File: src/rtl/cml_axil_cmd_master.sv
// AXI4-Lite master: turns single-word register commands into one AXI4-Lite
// read or write each, with a per-transaction timeout and exactly one response per command.
module cml_axil_cmd_master #(
   parameter int C_M_AXI_ADDR_WIDTH = 32,
   parameter int C_M_AXI_DATA_WIDTH = 32,
   parameter logic [C_M_AXI_ADDR_WIDTH-1:0] C_BASEADDR = 32'h77e20000,
   parameter int C_TIMEOUT_CYCLES = 256
) (
   input  logic                          axi_aclk,
   input  logic                          axi_areset,
   input  logic                          cmd_valid,
   output logic                          cmd_ready,
   input  logic                          cmd_rnw,
   input  logic [15:0]                   cmd_addr,
   input  logic [C_M_AXI_DATA_WIDTH-1:0] cmd_wdata,
   output logic                          rsp_valid,
   input  logic                          rsp_ready,
   output logic [C_M_AXI_DATA_WIDTH-1:0] rsp_rdata,
   output logic [1:0]                    rsp_resp,
   output logic                          rsp_timeout,
   output logic [C_M_AXI_ADDR_WIDTH-1:0] m_axi_awaddr,
   output logic                          m_axi_awvalid,
   input  logic                          m_axi_awready,
   output logic [C_M_AXI_DATA_WIDTH-1:0] m_axi_wdata,
   output logic                          m_axi_wvalid,
   input  logic                          m_axi_wready,
   input  logic [1:0]                    m_axi_bresp,
   input  logic                          m_axi_bvalid,
   output logic                          m_axi_bready,
   output logic [C_M_AXI_ADDR_WIDTH-1:0] m_axi_araddr,
   output logic                          m_axi_arvalid,
   input  logic                          m_axi_arready,
   input  logic [C_M_AXI_DATA_WIDTH-1:0] m_axi_rdata,
   input  logic [1:0]                    m_axi_rresp,
   input  logic                          m_axi_rvalid,
   output logic                          m_axi_rready
);

   typedef enum logic [2:0] {IDLE, WR_REQ, WR_RSP, RD_REQ, RD_RSP, RSP} state_t;

   localparam logic [15:0] TMO_LAST = 16'(C_TIMEOUT_CYCLES - 1);

   state_t                          state_q, state_d;
   logic [15:0]                     timer_q, timer_d;
   logic                            abort;
   logic [C_M_AXI_ADDR_WIDTH-1:0]   cmd_axi_addr;
   logic [C_M_AXI_ADDR_WIDTH-1:0]   awaddr_d, araddr_d;
   logic [C_M_AXI_DATA_WIDTH-1:0]   wdata_d, rsp_rdata_d;
   logic [1:0]                      rsp_resp_d;
   logic                            rsp_timeout_d;
   logic                            awvalid_d, wvalid_d, arvalid_d;
   logic                            unused_addr_bits;

   assign unused_addr_bits = &{1'b0, cmd_addr[1:0]};
   assign cmd_axi_addr = C_BASEADDR |
                         {{(C_M_AXI_ADDR_WIDTH-16){1'b0}}, cmd_addr[15:2], 2'b00};

   // All outputs are registered, so next-state logic also produces the next
   // value of every output; the ready/valid levels follow the next state.
   always_ff @(posedge axi_aclk or posedge axi_areset) begin
      if (axi_areset) begin
         state_q       <= IDLE;
         timer_q       <= '0;
         cmd_ready     <= 1'b0;
         rsp_valid     <= 1'b0;
         rsp_rdata     <= '0;
         rsp_resp      <= 2'b00;
         rsp_timeout   <= 1'b0;
         m_axi_awaddr  <= '0;
         m_axi_awvalid <= 1'b0;
         m_axi_wdata   <= '0;
         m_axi_wvalid  <= 1'b0;
         m_axi_bready  <= 1'b0;
         m_axi_araddr  <= '0;
         m_axi_arvalid <= 1'b0;
         m_axi_rready  <= 1'b0;
      end else begin
         state_q       <= state_d;
         timer_q       <= timer_d;
         cmd_ready     <= (state_d == IDLE);
         rsp_valid     <= (state_d == RSP);
         rsp_rdata     <= rsp_rdata_d;
         rsp_resp      <= rsp_resp_d;
         rsp_timeout   <= rsp_timeout_d;
         m_axi_awaddr  <= awaddr_d;
         m_axi_awvalid <= awvalid_d;
         m_axi_wdata   <= wdata_d;
         m_axi_wvalid  <= wvalid_d;
         m_axi_bready  <= (state_d == IDLE) || (state_d == WR_RSP) || (state_d == RSP);
         m_axi_araddr  <= araddr_d;
         m_axi_arvalid <= arvalid_d;
         m_axi_rready  <= (state_d == IDLE) || (state_d == RD_RSP) || (state_d == RSP);
      end
   end

   // Response fields change only on entry to RSP, so late B/R beats absorbed
   // in IDLE or RSP can never disturb a pending response.
   always_comb begin
      state_d       = state_q;
      timer_d       = timer_q;
      abort         = 1'b0;
      awaddr_d      = m_axi_awaddr;
      araddr_d      = m_axi_araddr;
      wdata_d       = m_axi_wdata;
      awvalid_d     = m_axi_awvalid;
      wvalid_d      = m_axi_wvalid;
      arvalid_d     = m_axi_arvalid;
      rsp_rdata_d   = rsp_rdata;
      rsp_resp_d    = rsp_resp;
      rsp_timeout_d = rsp_timeout;

      if (state_q != IDLE && state_q != RSP) begin
         timer_d = timer_q + 16'd1;
      end

      case (state_q)
         IDLE: begin
            if (cmd_valid && cmd_ready) begin
               timer_d = '0;
               if (cmd_rnw) begin
                  araddr_d  = cmd_axi_addr;
                  arvalid_d = 1'b1;
                  state_d   = RD_REQ;
               end else begin
                  awaddr_d  = cmd_axi_addr;
                  wdata_d   = cmd_wdata;
                  awvalid_d = 1'b1;
                  wvalid_d  = 1'b1;
                  state_d   = WR_REQ;
               end
            end
         end
         WR_REQ: begin
            awvalid_d = m_axi_awvalid && !m_axi_awready;
            wvalid_d  = m_axi_wvalid && !m_axi_wready;
            if (!awvalid_d && !wvalid_d) begin
               state_d = WR_RSP;
            end else if (timer_q == TMO_LAST) begin
               abort = 1'b1;
            end
         end
         WR_RSP: begin
            if (m_axi_bvalid) begin
               rsp_resp_d    = m_axi_bresp;
               rsp_rdata_d   = '0;
               rsp_timeout_d = 1'b0;
               state_d       = RSP;
            end else if (timer_q == TMO_LAST) begin
               abort = 1'b1;
            end
         end
         RD_REQ: begin
            if (m_axi_arready) begin
               arvalid_d = 1'b0;
               state_d   = RD_RSP;
            end else if (timer_q == TMO_LAST) begin
               abort = 1'b1;
            end
         end
         RD_RSP: begin
            if (m_axi_rvalid) begin
               rsp_rdata_d   = m_axi_rdata;
               rsp_resp_d    = m_axi_rresp;
               rsp_timeout_d = 1'b0;
               state_d       = RSP;
            end else if (timer_q == TMO_LAST) begin
               abort = 1'b1;
            end
         end
         RSP: begin
            if (rsp_ready && rsp_valid) begin
               state_d = IDLE;
            end
         end
         default: state_d = IDLE;
      endcase

      if (abort) begin
         awvalid_d     = 1'b0;
         wvalid_d      = 1'b0;
         arvalid_d     = 1'b0;
         rsp_resp_d    = 2'b10;
         rsp_rdata_d   = '0;
         rsp_timeout_d = 1'b1;
         state_d       = RSP;
      end
   end

endmodule
File: config.mk
export PLATFORM = sky130hd
export DESIGN_NAME = cml_axil_cmd_master
export DESIGN_NICKNAME = d
export VERILOG_FILES = /design/src/rtl/cml_axil_cmd_master.sv
export SDC_FILE = /design/constraint.sdc
export NUM_CORES = 1
export LEC_CHECK = 0
export ABC_AREA = 1
export CAP_MARGIN = 10
export CORE_AREA = 4 4 117 119
export DETAILED_ROUTE_END_ITERATION = 7
export DIE_AREA = 0 0 121 123
export PLACE_DENSITY = 0.84
export SLEW_MARGIN = 10
export SYNTH_ARGS = -nofsm -noshare
export SYNTH_HDL_FRONTEND = slang
export SYNTH_SLANG_ARGS = --single-unit
File: constraint.sdc
create_clock -name axi_aclk -period 5.29 [get_ports axi_aclk]
set_input_delay 0.529 -clock axi_aclk [delete_from_list [all_inputs] [get_ports axi_aclk]]
set_output_delay 0.529 -clock axi_aclk [all_outputs]
set_load 0.02 [all_outputs]
==> Flow_metrics.wiki <==
{| class="wikitable"
! Metric !! Value
|-
| Worst Setup Path Type || reg -> reg
|-
| Worst path bufs/invs || 3
|-
| Number of buffers inserted to repair setup after CTS || 0
|-
| Beginning of the worst hold path || m_axi_wdata[3]$_DFFE_PP0P_
|-
| Overall routed net length || 15.23 mm
|-
| Area Overhead vs Synth || 43.12%
|-
| Most frequent standard cell in the layout excluding fill and tap cells || sky130_fd_sc_hd__clkdlybuf4s50_1
|-
| Initial detailed-routing violation count || between 400 and 500
|-
| Die area || 0.01488 mm2
|-
| Count of hold buffers inserted by post-cts repair || 0
|-
| Setup crit start kind || flop
|-
| Non-Filler Instances || around 1000
|-
| Number of global-route vias before repair || 4822
|-
| Part of the total power dissipated in combinational logic || 46.6%
|-
| Leading cell types in the layout, fill and taps excluded || sky130_fd_sc_hd__clkdlybuf4s50_1 (213), sky130_fd_sc_hd__nand2_1 (186), sky130_fd_sc_hd__dfrtp_1 (123)
|-
| Worst setup EP type || flop
|-
| Maximum count of clock buffers along a single path || 2
|-
| Post-layout min period || 2.910 ns
|-
| Total number of placement rows || 41
|-
| Family of cells with the greatest summed delay on the critical path || simple AND/OR/NAND/NOR gates
|-
| Worst hold path type || reg -> reg
|-
| Switching share of power || 39.44%
|-
| Pin count of the biggest net entering global routing || 94
|-
| TritonCTS Buffers || 17
|-
| Drt via density || 4.815
|-
| Max-capacitance violation count || 0
|-
| Detail Route Antenna Nets || 0
|-
| Slew Limit Headroom || about a quarter
|-
| Die outline height || 123 um
|-
| Post-detailed-route DRC marker count || 0
|-
| Antenna diode count || 0
|-
| Worst supply voltage drop on vdd || around 320 uV
|-
| Arrival time at the worst endpoint || 3.26 ns
|-
| Cell area after technology mapping || 0.005801 mm2
|-
| CP Data Required Time || ~5.6 ns
|-
| Sum of overflow across all layers after global routing || 0
|-
| Reg2reg path depth || 11
|-
| Number of placed instances with taps included || 1017
|-
| Core area || 0.01257 mm2
|-
| Leak Pwr || 3.933 nW
|-
| Gate count after technology mapping || roughly 680
|-
| Sequential Power Share || 32.9%
|-
| Worst Hold Path Cells || 2
|-
| Warning count from the yosys run || 0
|-
| Synthesized area divided by synthesized cell count || 8.581 um2
|-
| Final setup violation count || 0
|-
| Quantity of I/O buffers inserted on ports || 213
|-
| Number of endpoints with negative hold slack in the final report || 0
|-
| Final worst path period share || between 50% and 60%
|-
| Critical-path maximum fanout || 36
|-
| Via Count || roughly 5000
|-
| Clock-pin slew on the worst setup and hold paths || 0.05 ns
|-
| Average wire per cell in the routed design || 14.53 um
|-
| End point of the most critical hold path || m_axi_wdata[3]$_DFFE_PP0P_
|-
| Initial Util || 46.15%
|-
| Tot GR Track Use || 20.74%
|-
| Fraction of the yosys area taken by sequential cells || 53.06%
|-
| Final setup skew || 0.007100 ns
|-
| Filler cells || 1006
|-
| Launching point of the worst reg2reg path || state_q[0]$_DFF_PP0_
|-
| Worst R2R Setup Slack || 2.38 ns
|-
| Final net count || between 900 and 1000
|-
| Fmax || 343.7 MHz
|-
| RSZ-0062 raised after global routing || no
|-
| Worst slew pin tran || around 1.1 ns
|-
| Number of antenna violations at the first check in global routing || 0
|-
| RePlAce Congestion || 0.8480
|-
| Critical R2R Capture || rsp_valid$_DFF_PP0_
|-
| Status || finished clean
|-
| Critical-path cell list || nor2_4, nand2_1, inv_2, nand2_1, nand2_2, inv_2, nand2_1, nor2_2, nand2_1, nand2_1, inv_1
|-
| Unique masters post-synth || 31
|-
| Count of pins on the block boundary || 232
|-
| DIE WIDTH || 121 um
|-
| Sink Count || 123
|-
| Final HPWL DP || around 11 mm
|-
| Internal power contribution || approximately 3 mW
|-
| Gates resized, CTS repair || 0
|-
| Wire length of the first global-routing pass || 24.38 mm
|-
| Clk root buf || sky130_fd_sc_hd__clkbuf_16
|-
| Clock latency reported for the late side of the worst-skew pair || 0.41 ns
|-
| TritonCTS clock tree || built
|-
| Final Max Slew Viols || 0
|-
| Cell mode on critical path || sky130_fd_sc_hd__nand2_1
|-
| Largest stage delay, worst path || 0.52 ns
|-
| Fraction of final layout cells sized beyond drive strength 1 || under 10%
|-
| Clk pwr share || 20.5%
|-
| Pwr/cell area || ~600 mW/mm2
|-
| Number of iterations in the first detailed-routing pass || 5
|-
| Overall power || 5.003 mW
|-
| Psw || just under 2 mW
|-
| Count of state elements after synthesis || 123
|-
| Setup_tns || 0 ns
|-
| Crit-path slowest cell || sky130_fd_sc_hd__nand2_2
|-
| H-tree Lvls || 4
|}
[flip-flops by register name, summed over array words and instances (netlist names), 2 cells and up]
register      cells
rsp_rdata        32
m_axi_wdata      32
rsp_resp          2
m_axi_awaddr     15
timer_q          16
m_axi_araddr     15
state_q           3
[kinds of logic after synthesis]
group	synth area share, %
simple gates	21.51
buf+inv	12.79
flops	53.06
compound gates	11.45
xor+xnor	0.9059
fa+ha+maj	0.2157
other cells	0.06465
[synth_stat cells (all sizes together)]
| master | instances | area [um2] |
|---|---|---|
| inv | 78 | 295.3 |
| nand4 | 5 | 31.28 |
| ha | 1 | 12.51 |
| clkinv | 1 | 3.750 |
| conb | 1 | 3.750 |
| xor2 | 5 | 43.79 |
| o21ai | 72 | 473.0 |
| nor3 | 6 | 41.29 |
| clkbuf | 5 | 20.01 |
| or2 | 1 | 8.760 |
| xnor2 | 1 | 8.760 |
| a31oi | 1 | 6.260 |
| a21oi | 37 | 185.2 |
| dfrtp | 123 | 3078 |
| nand2 | 189 | 721.9 |
| nor2 | 44 | 193.9 |
| buf | 56 | 422.9 |
| nand3 | 50 | 250.2 |
[worst max-delay path by stage]
stage                     depth (start not counted)            startpoint  slack [ns]                endpoint
final                                            11  state_q[0]$_DFF_PP0_        2.38     rsp_valid$_DFF_PP0_
after CTS                                        11  state_q[1]$_DFF_PP0_        2.34     rsp_valid$_DFF_PP0_
after global placement                           11  state_q[0]$_DFF_PP0_        2.38  m_axi_bready$_DFF_PP0_
after global routing                             11  state_q[1]$_DFF_PP0_        2.06     rsp_valid$_DFF_PP0_
after detailed placement                         11  state_q[1]$_DFF_PP0_        2.36     rsp_valid$_DFF_PP0_
after floorplan                                   1            axi_areset        1.49     cmd_ready$_DFF_PP0_
[stage by stage]
step / hold slack, ns / cell area (um2) / utilization (%) / setup slack [ns]
2_1_floorplan: 0.4835 / 5857 / - / 1.490
3_3_place_gp: 0.4623 / 7779 / 61.89 / 2.384
3_5_place_dp: 0.4667 / 7779 / 61.89 / 2.363
4_1_cts: 0.4788 / 8302 / 66.05 / 2.341
5_1_grt: 0.4907 / 8302 / 66.05 / 2.064
6_report: 0.4756 / 8302 / 66.05 / 2.380
[power groups by stage]
stage	Clock [mW]	Combinational [mW]	Sequential, mW
after floorplan	0	0.865	2.09
after global placement	0	2.30	1.64
after detailed placement	0	2.34	1.65
after CTS	1.04	2.36	1.64
after global routing	1.08	2.54	1.70
final	1.02	2.33	1.65
[area by class of cell]
type / instances / area, um2 / share of cell area [%]
Timing Repair Buffer: 215 / 2147 / 25.86
Multi-Input combinational cell: 428 / 2037 / 24.54
Clock inverter: 8 / 45.04 / 0.5426
Tap cell: 172 / 215.2 / 2.592
Sequential cell: 123 / 3078 / 37.08
Clock buffer: 23 / 478.0 / 5.757
Inverter: 79 / 301.5 / 3.632
[worst min-delay path, cell delays in order (launching register included)]
cell and delay (ns):
sky130_fd_sc_hd__dfrtp_1 0.33, sky130_fd_sc_hd__nand2_1 0.06, sky130_fd_sc_hd__o21ai_2 0.05
[layer usage]
metal	GRT usage, %	wire (um)	vias up
met5	0	0	-
met4	7.861	224	0
met3	8.783	1711	19
met2	32.93	7060	203
met1	25.27	6236	2359
li1	-	-	2465
Power figures use the tool's default switching activity.
